<file path="config.mk">
export PLATFORM = sky130hd
export DESIGN_NAME = egg_timer_multi_mode
export DESIGN_NICKNAME = d
export VERILOG_FILES = /design/src/rtl/egg_timer_multi_mode.sv
export SDC_FILE = /design/constraint.sdc
export NUM_CORES = 1
export LEC_CHECK = 0
export ABC_CLOCK_PERIOD_IN_PS = 9000
export BUFFER_PORTS_ARGS = -buffer_cell sky130_fd_sc_hd__buf_2
export CORE_MARGIN = 2
export CORE_UTILIZATION = 41
export CTS_BUF_LIST = sky130_fd_sc_hd__clkbuf_4 sky130_fd_sc_hd__clkbuf_8
export DETAILED_ROUTE_END_ITERATION = 6
export PLACE_DENSITY = 0.64
export SYNTH_ARGS = -nofsm -noshare
export SYNTH_HDL_FRONTEND = slang
export SYNTH_SLANG_ARGS = --single-unit
</file>
<file path="constraint.sdc">
create_clock -name clk -period 9 [get_ports clk]
set_input_delay 1.35 -clock clk [delete_from_list [all_inputs] [get_ports clk]]
set_output_delay 1.35 -clock clk [all_outputs]
set_load 0.02 [all_outputs]
</file>
<file path="src/rtl/egg_timer_multi_mode.sv">
// ============================================================================
// Module   : egg_timer_multi_mode
// Purpose  : MM:SS kitchen timer with set/arm/run/pause/alarm modes and BCD display.
//            Define EGG_TIMER_TONE_EN for a square-wave alarm tone (else steady).
// Revision : 1.0 - initial release
// ============================================================================
`default_nettype none

module egg_timer_multi_mode #(
    parameter int unsigned TICK_DIV   = 50000000,
    parameter int unsigned MAX_MIN    = 99,
    parameter int unsigned ALARM_SECS = 10,
    parameter int unsigned TONE_DIV   = 25000
) (
    input  logic       clk,
    input  logic       reset,
    input  logic       enable,
    input  logic       cook_time,
    input  logic       minutes,
    input  logic       seconds,
    input  logic       start,
    output logic [3:0] m_tens,
    output logic [3:0] m_ones,
    output logic [2:0] s_tens,
    output logic [3:0] s_ones,
    output logic [2:0] state,
    output logic       timer_on,
    output logic       timer_done,
    output logic       speaker
);

    localparam logic [2:0]  c_IDLE       = 3'd0;
    localparam logic [2:0]  c_SET        = 3'd1;
    localparam logic [2:0]  c_ARMED      = 3'd2;
    localparam logic [2:0]  c_RUN        = 3'd3;
    localparam logic [2:0]  c_PAUSE      = 3'd4;
    localparam logic [2:0]  c_ALARM      = 3'd5;
    localparam logic [31:0] c_TICK_LAST  = 32'(TICK_DIV - 1);
    localparam logic [6:0]  c_MAX_MIN    = 7'(MAX_MIN);
    localparam logic [7:0]  c_ALARM_LAST = 8'(ALARM_SECS - 1);

    logic        btn_min_q, btn_sec_q, btn_start_q;
    logic [2:0]  fsm_q, fsm_d;
    logic [6:0]  min_q, min_d, rld_min_q, rld_min_d;
    logic [5:0]  sec_q, sec_d, rld_sec_q, rld_sec_d;
    logic [31:0] presc_q, presc_d;
    logic [7:0]  alm_q, alm_d;

    logic w_min_press, w_sec_press, w_start_press;
    logic w_tick, w_nonzero, w_last;

    assign w_min_press   = minutes & ~btn_min_q;
    assign w_sec_press   = seconds & ~btn_sec_q;
    assign w_start_press = start & ~btn_start_q;
    assign w_tick        = (presc_q == c_TICK_LAST);
    assign w_nonzero     = (min_q != 7'd0) || (sec_q != 6'd0);
    // In RUN the count is never 00:00, so 00:01 is the last second before the alarm.
    assign w_last        = (min_q == 7'd0) && (sec_q == 6'd1);

    always_comb begin
        fsm_d     = fsm_q;
        min_d     = min_q;
        sec_d     = sec_q;
        rld_min_d = rld_min_q;
        rld_sec_d = rld_sec_q;
        presc_d   = presc_q;
        alm_d     = alm_q;
        case (fsm_q)
            c_IDLE: begin
                if (cook_time) fsm_d = c_SET;
            end
            c_SET: begin
                if (!cook_time) begin
                    fsm_d     = c_ARMED;
                    rld_min_d = min_q;
                    rld_sec_d = sec_q;
                end else begin
                    if (w_sec_press) sec_d = (sec_q == 6'd59) ? 6'd0 : sec_q + 6'd1;
                    if (w_min_press) min_d = (min_q >= c_MAX_MIN) ? 7'd0 : min_q + 7'd1;
                end
            end
            c_ARMED: begin
                if (w_start_press && w_nonzero) begin
                    fsm_d   = c_RUN;
                    presc_d = '0;
                end else if (cook_time) begin
                    fsm_d = c_SET;
                end
            end
            c_RUN: begin
                if (w_start_press) begin
                    fsm_d = c_PAUSE;
                end else begin
                    presc_d = w_tick ? 32'd0 : presc_q + 32'd1;
                    if (w_tick) begin
                        if (sec_q == 6'd0) begin
                            min_d = min_q - 7'd1;
                            sec_d = 6'd59;
                        end else begin
                            sec_d = sec_q - 6'd1;
                        end
                        if (w_last) begin
                            fsm_d = c_ALARM;
                            alm_d = 8'd0;
                        end
                    end
                end
            end
            c_PAUSE: begin
                if (w_start_press) fsm_d = c_RUN;
            end
            c_ALARM: begin
                if (w_start_press) begin
                    fsm_d   = c_IDLE;
                    min_d   = rld_min_q;
                    sec_d   = rld_sec_q;
                    presc_d = '0;
                end else begin
                    presc_d = w_tick ? 32'd0 : presc_q + 32'd1;
                    if (w_tick) begin
                        if (alm_q == c_ALARM_LAST) begin
                            fsm_d = c_IDLE;
                            min_d = rld_min_q;
                            sec_d = rld_sec_q;
                        end else begin
                            alm_d = alm_q + 8'd1;
                        end
                    end
                end
            end
            default: fsm_d = c_IDLE;
        endcase
    end

    // Edge registers track the buttons even while frozen, so a held button is not a press later.
    always_ff @(posedge clk or negedge reset) begin
        if (!reset) begin
            btn_min_q   <= 1'b0;
            btn_sec_q   <= 1'b0;
            btn_start_q <= 1'b0;
            fsm_q       <= c_IDLE;
            min_q       <= '0;
            sec_q       <= '0;
            rld_min_q   <= '0;
            rld_sec_q   <= '0;
            presc_q     <= '0;
            alm_q       <= '0;
            m_tens      <= '0;
            m_ones      <= '0;
            s_tens      <= '0;
            s_ones      <= '0;
            timer_on    <= 1'b0;
            timer_done  <= 1'b0;
        end else begin
            btn_min_q   <= minutes;
            btn_sec_q   <= seconds;
            btn_start_q <= start;
            if (enable) begin
                fsm_q      <= fsm_d;
                min_q      <= min_d;
                sec_q      <= sec_d;
                rld_min_q  <= rld_min_d;
                rld_sec_q  <= rld_sec_d;
                presc_q    <= presc_d;
                alm_q      <= alm_d;
                m_tens     <= 4'(min_q / 7'd10);
                m_ones     <= 4'(min_q % 7'd10);
                s_tens     <= 3'(sec_q / 6'd10);
                s_ones     <= 4'(sec_q % 6'd10);
                timer_on   <= (fsm_d == c_RUN);
                timer_done <= (fsm_d == c_ALARM) && (fsm_q != c_ALARM);
            end
        end
    end

    assign state = fsm_q;

`ifdef EGG_TIMER_TONE_EN
    localparam logic [15:0] c_TONE_LAST = 16'(TONE_DIV - 1);
    logic [15:0] tone_q;

    always_ff @(posedge clk or negedge reset) begin
        if (!reset) begin
            speaker <= 1'b0;
            tone_q  <= '0;
        end else if (enable) begin
            if (fsm_d != c_ALARM) begin
                speaker <= 1'b0;
                tone_q  <= '0;
            end else if (fsm_q != c_ALARM) begin
                speaker <= 1'b1;
                tone_q  <= '0;
            end else if (tone_q == c_TONE_LAST) begin
                speaker <= ~speaker;
                tone_q  <= '0;
            end else begin
                tone_q <= tone_q + 16'd1;
            end
        end
    end
`else
    always_ff @(posedge clk or negedge reset) begin
        if (!reset) begin
            speaker <= 1'b0;
        end else if (enable) begin
            speaker <= (fsm_d == c_ALARM);
        end
    end
`endif

endmodule

`default_nettype wire
</file>
-- After elaboration in Yosys (flattened, before gate mapping)
Cells that the tools add are included.
- register bits: 90
- logic and storage cells: 120
- output and inout bits: 21
- input bits: 7
- div/mod/pow operators: 4
- $lt $le $gt $ge: 1
- equality and inequality tests: 25
- reduce and logical (&&, ||, !) cells: 17
- $add $sub $neg: 6
- mux-type cells: 43
- bitwise logic cells: 7
- operators by type and width (cell ; number):
    32-bit 2-to-1 mux ; 4
    32-bit one-hot mux with 3 select lines ; 1
    7-bit 2-to-1 mux ; 9
    6-bit 2-to-1 mux ; 9
    8-bit 2-to-1 mux ; 6
    32-bit by 1-bit adder with 32-bit output, second input constant ; 1
    32-bit by 26-bit equality test with 1-bit output, second input constant ; 1
    3-bit 2-to-1 mux ; 10
    2-bit inequality test, second input constant ; 11
    7-bit one-hot mux with 3 select lines ; 1
    3-bit one-hot mux with 6 select lines ; 1
    6-bit one-hot mux with 3 select lines ; 1
    8-bit one-hot mux with 2 select lines ; 1
    8-bit AND reduction ; 2
    3-bit by 2-bit equality test with 1-bit output, second input constant ; 3
    3-bit equality test, second input constant ; 3
    3-bit inequality test, second input constant ; 3
    9-bit AND reduction ; 1
    8-bit by 1-bit adder with 8-bit output, second input constant ; 1
    8-bit by 4-bit equality test with 1-bit output, second input constant ; 1
    7-bit by 1-bit adder with 7-bit output, second input constant ; 1
    7-bit by 4-bit divider with 7-bit output, second input constant ; 1
    7-bit >= comparator, second input constant ; 1
    7-bit zero test ; 1
    21 further kinds ; 29

-- Longest topological paths before layout
Gate-level depths: netlist of the first run.
- depth after elaboration: 8
- mapped depth: 13

-- Worst setup path before layout of the first run
No wires, ideal clock.
- kind: input to register
- start: input port start
- end: register presc_q[17]
- path slack: 5941 ps
- stages: 7
- arrival time: 2982 ps
- data required time: 8923 ps
- setup time: 77 ps
- buffers on the path: 1
- cell sequence: nand2b_1 -> clkbuf_1 -> o21ai_0 -> o21bai_2 -> or4b_4 -> or3_1 -> a21oi_1
- cells in the longest elaborated chain, start to end: 4
- elaborated cells on any way between the ends: 7
- ends and longest elaborated chain (what ; RTL line ; text):
    start: declaration ; 21 ; input logic start,
    1-bit AND (*) ; 54 ; assign w_start_press = start & ~btn_start_q;
    1-bit logical AND ; 83 ; if (w_start_press && w_nonzero) begin
    2-bit inequality test (no line) ; - ;
    4-bit AND reduction (no line) ; - ;
    end signal: assignment ; 164 ; presc_q <= presc_d;
    end: declaration ; 46 ; logic [31:0] presc_q, presc_d;
Every way passes the cells marked *; elsewhere a longest branch is shown, timed or not.
A chain may end at the register's enable or synchronous reset.

-- Final worst setup path of the first run
- start: register min_q[4]
- end: register m_ones[2]
- cells in the longest elaborated chain, start to end: 1
- ends and longest elaborated chain (what ; RTL line ; text):
    start: declaration ; 44 ; logic [6:0] min_q, min_d, rld_min_q, rld_min_d;
    start signal: assignment ; 160 ; min_q <= min_d;
    7-bit by 4-bit modulo with 7-bit output ; 167 ; m_ones <= 4'(min_q % 7'd10);
    end signal: assignment ; 167 ;
    end: declaration ; 23 ; output logic [3:0] m_ones,
Every way passes these cells.

==> results of run 1 <==
-- cell usage after synthesis (all sizes together) (10+ instances only) --
library cell / n
dfrtp: 90
o21ai: 66
nand2: 61
nor2: 55
a21oi: 40
clkbuf: 30
nand3: 28
ha: 21
inv: 19
xor2: 16
and3: 15
o31ai: 15
or3: 12
nor2b: 11
nor3: 11
nand4: 10
-- registers in the layout, indices dropped and copies added (netlist names), 3 cells and up --
name and flops:
m_ones 4, m_tens 4, presc_q 32, rld_min_q 7
alm_q 8, s_ones 4, s_tens 3, min_q 7
state 3, sec_q 6, rld_sec_q 6
-- cell type report --
cell class,count,area (sq um)
Fill cell,1296,7280
Multi-Input combinational cell,503,3160
Sequential cell,90,2250
Tap cell,176,220
Clock buffer,12,153
Timing Repair Buffer,28,145
Inverter,23,86.3
Clock inverter,4,51.3
-- routing by layer --
layer | share of wire | vias to the layer above
met5 | 0 | -
met4 | 0.018 | 0
met3 | 0.032 | 16
met2 | 0.50 | 100
met1 | 0.45 | 2383
li1 | - | 2382
-- stage by stage --
step	utilization	total power, W
finish	0.454	0.00172
global route	0.454	0.00186
CTS	0.454	0.00172
detailed placement	0.439	0.00142
global placement	0.439	0.00140
floorplan	-	0.00122
-- cell families after synthesis --
group / share of synthesized area
AOI/OAI and AO/OA: 0.223
xor gates and xnor gates: 0.0388
adders and majority gates: 0.0465
buffers and inverters: 0.0426
DFF: 0.399
muxes: 0.0153
and+or+nand+nor: 0.235
-- worst reg2reg max path, stage by stage, from the launching register on --
cell	delay (ps)
sky130_fd_sc_hd__dfrtp_1	680
sky130_fd_sc_hd__clkinv_1	400
sky130_fd_sc_hd__ha_1	330
sky130_fd_sc_hd__ha_1	320
sky130_fd_sc_hd__o21bai_1	160
sky130_fd_sc_hd__o31ai_1	130
sky130_fd_sc_hd__a211oi_2	370
sky130_fd_sc_hd__o21ai_0	160
sky130_fd_sc_hd__a21oi_1	220
sky130_fd_sc_hd__ha_1	220
sky130_fd_sc_hd__and3b_1	250
sky130_fd_sc_hd__o21a_1	190
sky130_fd_sc_hd__o31ai_1	260
-- how the worst max path moves through the flow --
stage                     slack, ps  cells past startpoint           to
final                          5210                     12    m_ones[2]
after global routing           4880                     12    m_ones[2]
after CTS                      5270                     12    m_ones[2]
after detailed placement       5290                      6  presc_q[17]
after global placement         5380                      6  presc_q[17]
after floorplan                5940                      7  presc_q[17]
-- where the power goes --
group	switching, W	leakage [nW]	internal, W	total [W]
clock	0.000148	0.103	0.000142	0.000290
sequential	0.000147	1.18	0.000498	0.000646
combinational	0.000466	1.27	0.000318	0.000783
total	0.000761	2.55	0.000958	0.00172
==> results.json, run 1 <==
{
  "worstSetupStartpointType": "flip-flop",
  "yosys_register_bits": 90,
  "grt_util_met2": 0.335,
  "postRouteAntennaNets": 0,
  "required_ps": 9260,
  "crit_buf_inv": 1,
  "min-delay-path-class": "flip-flop to flip-flop",
  "ff2ff_setup_slack_ps": 5210,
  "tritoncts.num_buffers": 9,
  "syn_to_final_growth_pct": 7.40,
  "count_of_flip_flops_with_a_built_in_enable_after_synthesis": 0,
  "worst_clock_skew_ps": 10.6,
  "antenna_cells": 0,
  "worst-endpoint-arrival_ps": 4050,
  "routed_wirelength_um": 14100,
  "wire_length_of_the_first_global_routing_pass_um": 23800,
  "critPathMaxStageDelay_ps": 680,
  "portBuffers": 27,
  "num_vias": 4881,
  "fp.dieH_um": 121,
  "gr-usage-all-layers": 0.201,
  "layout_common_cells": "sky130_fd_sc_hd__dfrtp_1 (90), sky130_fd_sc_hd__nand2_1 (61), sky130_fd_sc_hd__o21ai_0 (61)",
  "ys_warn_count": 0,
  "worstSetupEndpointType": "flip-flop",
  "floorplan.die_area_sq_um": 14700,
  "design_area_sq_um": 6060,
  "post-synth-top-area-fraction": 0.399,
  "hold-path-endpoint": "s_ones[2]",
  "post_cts_resize_count": 0,
  "antenna_violations_before_repair": 0,
  "cts-root-to-sink-buffers": 2,
  "cts_root_buf": "sky130_fd_sc_hd__clkbuf_8",
  "start_util": 0.423,
  "final_critical_path_setup_slack_ps": 5210,
  "postSynthAreaPerCell_sq_um": 8.66,
  "post_dp_cell_area_sq_um": 5860,
  "hold-worst-slack_ps": 483,
  "place.detailed.instances": 820,
  "period_minus_slack_ps": 3790,
  "timing.max_slew.rel_slack": 0.272,
  "post_drt_wl_per_cell_um": 16.8,
  "hold_start": "s_ones[2]",
  "layout-drive-gt1-share": 0.105,
  "final.period_utilization": 0.421,
  "unrepaired_setup_endpoints_after_global_routing": "false",
  "path_cells": "clkinv_1 -> ha_1 -> ha_1 -> o21bai_1 -> o31ai_1 -> a211oi_2 -> o21ai_0 -> a21oi_1 -> ha_1 -> and3b_1 -> o21a_1 -> o31ai_1",
  "launch_point_of_the_critical_path": "min_q[4]",
  "final_common_cell": "sky130_fd_sc_hd__dfrtp_1",
  "result_of_the_run": "finished clean",
  "cap_violations": 0,
  "cts_num_sinks": 90,
  "finalHoldViolCount": 0,
  "via_per_inst": 5.84,
  "io_pins": 28,
  "worst_ir_drop_vdd_uv": 196,
  "yosysTopAreaCell": "sky130_fd_sc_hd__dfrtp_1",
  "placementRows": 42,
  "grt_start_max_net_pins": 65,
  "synth.distinct_cells": 76,
  "drtPass1Iterations": 5,
  "finalWeightedCongestion": 0.857,
  "r2r_start": "min_q[4]",
  "timing.critical_path.slowest_stage_cell": "sky130_fd_sc_hd__dfrtp_1",
  "post_cts_buffers": 0,
  "cts.clk_slew.worst_paths_ps": 90,
  "synthTopCellsByArea": "sky130_fd_sc_hd__dfrtp_1 (40%), sky130_fd_sc_hd__o21ai_0 (5.4%), sky130_fd_sc_hd__ha_1 (4.7%), sky130_fd_sc_hd__nand2_1 (4.1%), sky130_fd_sc_hd__nor2_1 (3.7%)",
  "path_max_fanout": 17,
  "first_global_vias": 4794,
  "setup_viol": 0,
  "total_nets_after_synthesis": 680,
  "async_flop_share": 1.00,
  "postSynth.topFlopCell": "sky130_fd_sc_hd__dfrtp_1",
  "global_routing_met1_resource_utilization": 0.262,
  "hold_buffers": 0,
  "die-width_um": 121,
  "critPathMostFrequentCell": "sky130_fd_sc_hd__ha_1",
  "maxClockFrequency_mhz": 264,
  "power_leakage_nw": 2.55,
  "use_met3": 0.0371,
  "worst_slew_pin_slew_ps": 1080,
  "clock_latency_on_the_worst_skew_pair_ps": 370,
  "stdcell_count": 836,
  "dpl_worst_slack_ps": 5290,
  "detailedRoute.firstIterationViolations": 349,
  "remaining_drc_errors": 0,
  "gr-max-usage-layer": "met2",
  "path_class": "flip-flop to flip-flop",
  "slew_violations": 0,
  "hpwl_um": 9500,
  "netlist_area_sq_um": 5650,
  "seq_area_frac_synth": 0.399,
  "power.density_cell_area_nw_per_um2": 284,
  "critPathTopFamily": "compound AO/OA/AOI/OAI gates",
  "final_net_count": 683,
  "worstHoldPathCells": 1,
  "worstRegToRegCells": 12,
  "worst_r2r_endpoint": "m_ones[2]",
  "total_grt_overflow": 0,
  "design.core.area_sq_um": 13300,
  "cts_tree": "done",
  "fin_tns_setup_ps": 0,
  "cts_max_level": 3,
  "postSynthCellCount": 652
}
Note: power is estimated with default switching activity, not from simulation.
==> inputs of run 2 (changes only) <==
- ABC_CLOCK_PERIOD_IN_PS: 9000 -> 3400
- PLACE_DENSITY: 0.64 -> 0.66
- clock period: 9 -> 3.4 ns (I/O delays scaled with it)
==> run 2 against run 1 <==
Compared with the run above:
- clock skew up 2.2 ps
- setup slack lost 4800 ps
- flip-flop and latch count unchanged
- worst hold slack got worse by 320 ps
- sequential share of layout area fell by 0.77 points
==> results.json, run 2 (synthesis results as in run 1) <==
{
  "unrepaired_setup_endpoints_after_global_routing": "false",
  "worstSetupEndpointType": "flip-flop",
  "placementRows": 42,
  "worst_slew_pin_slew_ps": 950,
  "period_minus_slack_ps": 3030,
  "post_drt_wl_per_cell_um": 16.3,
  "cts_max_level": 3,
  "slew_violations": 0,
  "portBuffers": 27,
  "worstRegToRegCells": 12,
  "cts_tree": "done",
  "num_vias": 4985,
  "drtPass1Iterations": 5,
  "syn_to_final_growth_pct": 9.66,
  "cts.clk_slew.worst_paths_ps": 90,
  "setup_viol": 0,
  "floorplan.die_area_sq_um": 14700,
  "largest_registers": "presc_q (32), alm_q (8)",
  "post_cts_buffers": 0,
  "cts_num_sinks": 90,
  "dpl_worst_slack_ps": 387,
  "worstSetupStartpointType": "flip-flop",
  "io_pins": 28,
  "wire_length_of_the_first_global_routing_pass_um": 23400,
  "clock_latency_on_the_worst_skew_pair_ps": 390,
  "nFillCells": 1291,
  "worst_clock_skew_ps": 12.8,
  "antenna_violations_before_repair": 0,
  "remaining_drc_errors": 0,
  "result_of_the_run": "finished clean",
  "final_critical_path_setup_slack_ps": 366,
  "fin_tns_setup_ps": 0,
  "cts_root_buf": "sky130_fd_sc_hd__clkbuf_8",
  "timing.max_slew.rel_slack": 0.359,
  "worst_r2r_endpoint": "m_ones[2]",
  "finalHoldViolCount": 0,
  "hpwl_um": 9700,
  "multiInputGateArea_sq_um": 3150,
  "power.density_cell_area_nw_per_um2": 744,
  "min-delay-path-class": "input pin to async pin",
  "layout_common_cells": "sky130_fd_sc_hd__dfrtp_1 (90), sky130_fd_sc_hd__nand2_1 (61), sky130_fd_sc_hd__o21ai_0 (61)",
  "tritoncts.num_buffers": 9,
  "finalCoreUtilization": 0.464,
  "gr-usage-all-layers": 0.198,
  "detailedRoute.firstIterationViolations": 360,
  "antenna_cells": 0,
  "finalWeightedCongestion": 0.847,
  "final_common_cell": "sky130_fd_sc_hd__dfrtp_1",
  "die-width_um": 121,
  "stdcell_count": 854,
  "final.period_utilization": 0.892,
  "cts-root-to-sink-buffers": 2,
  "postRouteAntennaNets": 0,
  "worst-endpoint-arrival_ps": 3320,
  "required_ps": 3680,
  "layout-drive-gt1-share": 0.127,
  "first_global_vias": 4862,
  "cap_violations": 0,
  "ff2ff_setup_slack_ps": 370,
  "power_leakage_nw": 2.63,
  "number_of_flip_flops_in_the_largest_register": 32,
  "final_net_count": 701,
  "place.detailed.instances": 838,
  "fp.dieH_um": 121,
  "post_dp_cell_area_sq_um": 5990,
  "post_cts_resize_count": 0,
  "hold_buffers": 0,
  "design_area_sq_um": 6190,
  "grt_start_max_net_pins": 55,
  "worst_ir_drop_vdd_uv": 521,
  "path_max_fanout": 6,
  "total_grt_overflow": 0,
  "maxClockFrequency_mhz": 330,
  "launch_point_of_the_critical_path": "min_q[4]",
  "layout.area.seq_sq_um": 2250,
  "r2r_start": "min_q[4]",
  "routed_wirelength_um": 13900,
  "via_per_inst": 5.84,
  "design.core.area_sq_um": 13300,
  "top_register_by_number_of_flip_flops": "presc_q",
  "start_util": 0.423,
  "path_class": "flip-flop to flip-flop"
}
run 2: cell types whose count changed in the layout (fill, tap and decap cells not counted):
cell                         change
sky130_fd_sc_hd__buf_4          +18
sky130_fd_sc_hd__clkbuf_4        -1
sky130_fd_sc_hd__clkbuf_8        -1
sky130_fd_sc_hd__clkinv_4        +1
sky130_fd_sc_hd__clkinvlp_4      +1
sky130_fd_sc_hd__nor2b_1         +1
sky130_fd_sc_hd__nor2b_2         -1
run 2: metrics by stage:
| stage | hold WS (ps) | power [W] |
|---|---|---|
| floorplan | 214 | 0.00323 |
| global placement | 461 | 0.00375 |
| detailed placement | 464 | 0.00384 |
| CTS | 195 | 0.00462 |
| global route | 211 | 0.00499 |
| finish | 168 | 0.00461 |
run 2: critical path, stage by stage (launching register included):
cell	delay, ps
sky130_fd_sc_hd__dfrtp_1	380
sky130_fd_sc_hd__clkinv_1	90
sky130_fd_sc_hd__ha_1	230
sky130_fd_sc_hd__ha_1	310
sky130_fd_sc_hd__o21bai_1	180
sky130_fd_sc_hd__o31ai_1	140
sky130_fd_sc_hd__a211oi_2	370
sky130_fd_sc_hd__o21ai_0	160
sky130_fd_sc_hd__a21oi_1	200
sky130_fd_sc_hd__ha_1	210
sky130_fd_sc_hd__and3b_1	240
sky130_fd_sc_hd__o21a_1	180
sky130_fd_sc_hd__o31ai_1	240
run 2: final cells by class:
cell class | count | area share
clock buffers | 10 | 0.0212
clock inverters | 6 | 0.0109
inverters | 23 | 0.0139
multi-input cells | 503 | 0.509
flip-flops and latches | 90 | 0.364
well taps | 176 | 0.0356
repair buffers | 46 | 0.0453
run 2: where the power goes:
| group | internal [W] | switching [W] | total (W) |
|---|---|---|---|
| registers | 0.00132 | 0.000255 | 0.00158 |
| logic | 0.000901 | 0.00137 | 0.00227 |
| clock network | 0.000349 | 0.000410 | 0.000759 |
run 2: metal layers:
layer	part of all wire	vias to the layer above	GRT usage
met3	0.048	21	0.0503
li1	-	2411	-
met1	0.45	2417	0.248
met4	0.013	0	0.0496
met2	0.49	136	0.341
met5	0	-	0
run 2: worst max-delay path by stage:
| stage | to | slack [ps] | cells past startpoint |
|---|---|---|---|
| after global placement | m_ones[2] | 590 | 12 |
| after floorplan | m_ones[2] | 390 | 12 |
| after detailed placement | m_ones[2] | 390 | 12 |
| after global routing | m_ones[2] | 50 | 12 |
| after CTS | m_ones[2] | 390 | 12 |
| final | m_ones[2] | 370 | 12 |
==> inputs of run 3 (changes only) <==
- ABC_CLOCK_PERIOD_IN_PS: 3400 -> 3800
- BUFFER_PORTS_ARGS: -buffer_cell sky130_fd_sc_hd__buf_2 -> -buffer_cell sky130_fd_sc_hd__buf_4
- PLACE_DENSITY: 0.66 -> 0.64
- clock period: 3.4 -> 3.8 ns (I/O delays scaled with it)
==> run 3 against run 2 <==
Compared with the run above:
- worst hold slack improved by 13 ps
- cell area rose by 0.57%
- global-route usage rose by 0.33 points
- register-to-register slack barely moved
- critical path depth did not move
- maximum frequency fell by 11%
- critical path type unchanged
- critical endpoint unchanged
- largest cell class unchanged
- highest routed layer unchanged
==> results.json, run 3 (synthesis results as in run 1) <==
{
  "antenna_cells": 0,
  "first_global_vias": 4743,
  "path_class": "flip-flop to flip-flop",
  "critPathMaxStageDelay_ps": 680,
  "tritoncts.num_buffers": 9,
  "nFillCells": 1296,
  "cts_num_sinks": 90,
  "slew_violations": 0,
  "hpwl_um": 9550,
  "maxClockFrequency_mhz": 292,
  "number_of_flip_flops_in_the_largest_register": 32,
  "worst_slew_pin_slew_ps": 809,
  "fin_tns_setup_ps": 0,
  "timing.critical_path.slowest_stage_cell": "sky130_fd_sc_hd__dfrtp_1",
  "cts-root-to-sink-buffers": 2,
  "num_vias": 4911,
  "layout_common_cells": "sky130_fd_sc_hd__dfrtp_1 (90), sky130_fd_sc_hd__nand2_1 (61), sky130_fd_sc_hd__o21ai_0 (61)",
  "final_common_cell": "sky130_fd_sc_hd__dfrtp_1",
  "cts_root_buf": "sky130_fd_sc_hd__clkbuf_8",
  "layout-drive-gt1-share": 0.118,
  "hold_buffers": 0,
  "finalHoldViolCount": 0,
  "required_ps": 4100,
  "stdcell_count": 847,
  "post_cts_buffers": 0,
  "pwr-share-comb": 0.470,
  "unrepaired_setup_endpoints_after_global_routing": "false",
  "final.period_utilization": 0.901,
  "cap_violations": 0,
  "via_per_inst": 5.80,
  "critPathMostFrequentCell": "sky130_fd_sc_hd__ha_1",
  "portBuffers": 27,
  "layout.area.seq_sq_um": 2250,
  "path_max_fanout": 17,
  "cellInternalPower_w": 0.00239,
  "post_cts_resize_count": 0,
  "routed_wirelength_um": 14000,
  "finalWeightedCongestion": 0.903,
  "power_leakage_nw": 2.63,
  "hold-worst-slack_ps": 181,
  "die-width_um": 121,
  "grt_start_max_net_pins": 42,
  "postRouteAntennaNets": 0,
  "timing.max_slew.rel_slack": 0.461,
  "r2r_start": "min_q[4]",
  "antenna_violations_before_repair": 0,
  "worst-endpoint-arrival_ps": 3720,
  "top_register_by_number_of_flip_flops": "presc_q",
  "design.core.area_sq_um": 13300,
  "cts_max_level": 3,
  "fp.dieH_um": 121,
  "clkPwrFrac": 0.178,
  "clock_latency_on_the_worst_skew_pair_ps": 390,
  "place.detailed.instances": 831,
  "launch_point_of_the_critical_path": "min_q[4]",
  "worst_ir_drop_vdd_uv": 451,
  "largest_registers": "presc_q (32), alm_q (8)",
  "result_of_the_run": "finished clean",
  "final_net_count": 694,
  "worstSetupStartpointType": "flip-flop",
  "power.sequential.fraction": 0.352,
  "detailedRoute.firstIterationViolations": 279,
  "min-delay-path-class": "input pin to async pin",
  "post_drt_wl_per_cell_um": 16.6,
  "worstSetupEndpointType": "flip-flop",
  "worst_clock_skew_ps": 11.2,
  "total_grt_overflow": 0,
  "io_pins": 28,
  "cts_tree": "done",
  "floorplan.die_area_sq_um": 14700,
  "gr-usage-all-layers": 0.201,
  "power.density_cell_area_nw_per_um2": 678,
  "wire_length_of_the_first_global_routing_pass_um": 23600,
  "setup_viol": 0,
  "syn_to_final_growth_pct": 10.3,
  "power.switching_w": 0.00183,
  "drtPass1Iterations": 5,
  "period_minus_slack_ps": 3430,
  "remaining_drc_errors": 0,
  "finalCoreUtilization": 0.466,
  "start_util": 0.423,
  "path_cells": "clkinv_1 -> ha_1 -> ha_1 -> o21bai_1 -> o31ai_1 -> a211oi_2 -> o21ai_0 -> a21oi_1 -> ha_1 -> and3b_1 -> o21a_1 -> o31ai_1",
  "multiInputGateArea_sq_um": 3150,
  "placementRows": 42,
  "power_switching_share": 0.433,
  "cts.clk_slew.worst_paths_ps": 100
}
==> run 3: cell count changes in the layout (fill, tap and decap cells not counted), sizes merged <==
cell,delta
inv,+1
clkinvlp,-1
buf,-7
bufinv,+1
clkinv,-1
==> run 3: power by group through the flow <==
stage	registers, W	logic, W	clock network (W)
2_1_floorplan	0.00146	0.00144	0
3_3_place_gp	0.00148	0.00190	0
3_5_place_dp	0.00149	0.00197	0
4_1_cts	0.00148	0.00198	0.000778
5_1_grt	0.00153	0.00222	0.000816
6_report	0.00149	0.00198	0.000752
==> run 3: critical path: cells and delay by family (launching register included) <==
family,cells,cell delay (ps)
simple gates,1,250
buf+inv,1,170
flops,1,680
compound gates,7,1450
fa+ha+maj,3,790
==> run 3: area by class of cell <==
cell class,count,area share
multi-input cells,503,0.506
flip-flops and latches,90,0.362
repair buffers,39,0.0470
well taps,176,0.0354
clock buffers,10,0.0211
clock inverters,6,0.0145
inverters,23,0.0139
==> run 3: per-stage QoR <==
stage / worst slack (ps) / power, W / area (sq um)
after floorplan: 789 / 0.00289 / 5650
after global placement: 610 / 0.00338 / 6000
after detailed placement: 417 / 0.00346 / 6000
after CTS: 412 / 0.00423 / 6230
after global routing: 27.4 / 0.00456 / 6230
final: 375 / 0.00422 / 6230
==> run 3: layer usage <==
metal / GRT usage / wire length [um] / vias up
met5: 0 / 0 / -
met4: 0.0611 / 182 / 0
met3: 0.0498 / 634 / 13
met2: 0.334 / 6890 / 129
met1: 0.259 / 6330 / 2380
li1: - / - / 2389
==> run 3: final timing paths <==
path / to / depth (start not counted) / slack (ps)
min reg2reg: rld_sec_q[1] / 2 / 490
max reg2reg: m_ones[2] / 12 / 370
min in group clk: btn_min_q / 1 / 300
max: m_ones[2] / 12 / 370
max in group asynchronous: m_ones[3] / 2 / 2830
min: alm_q[4] / 1 / 180
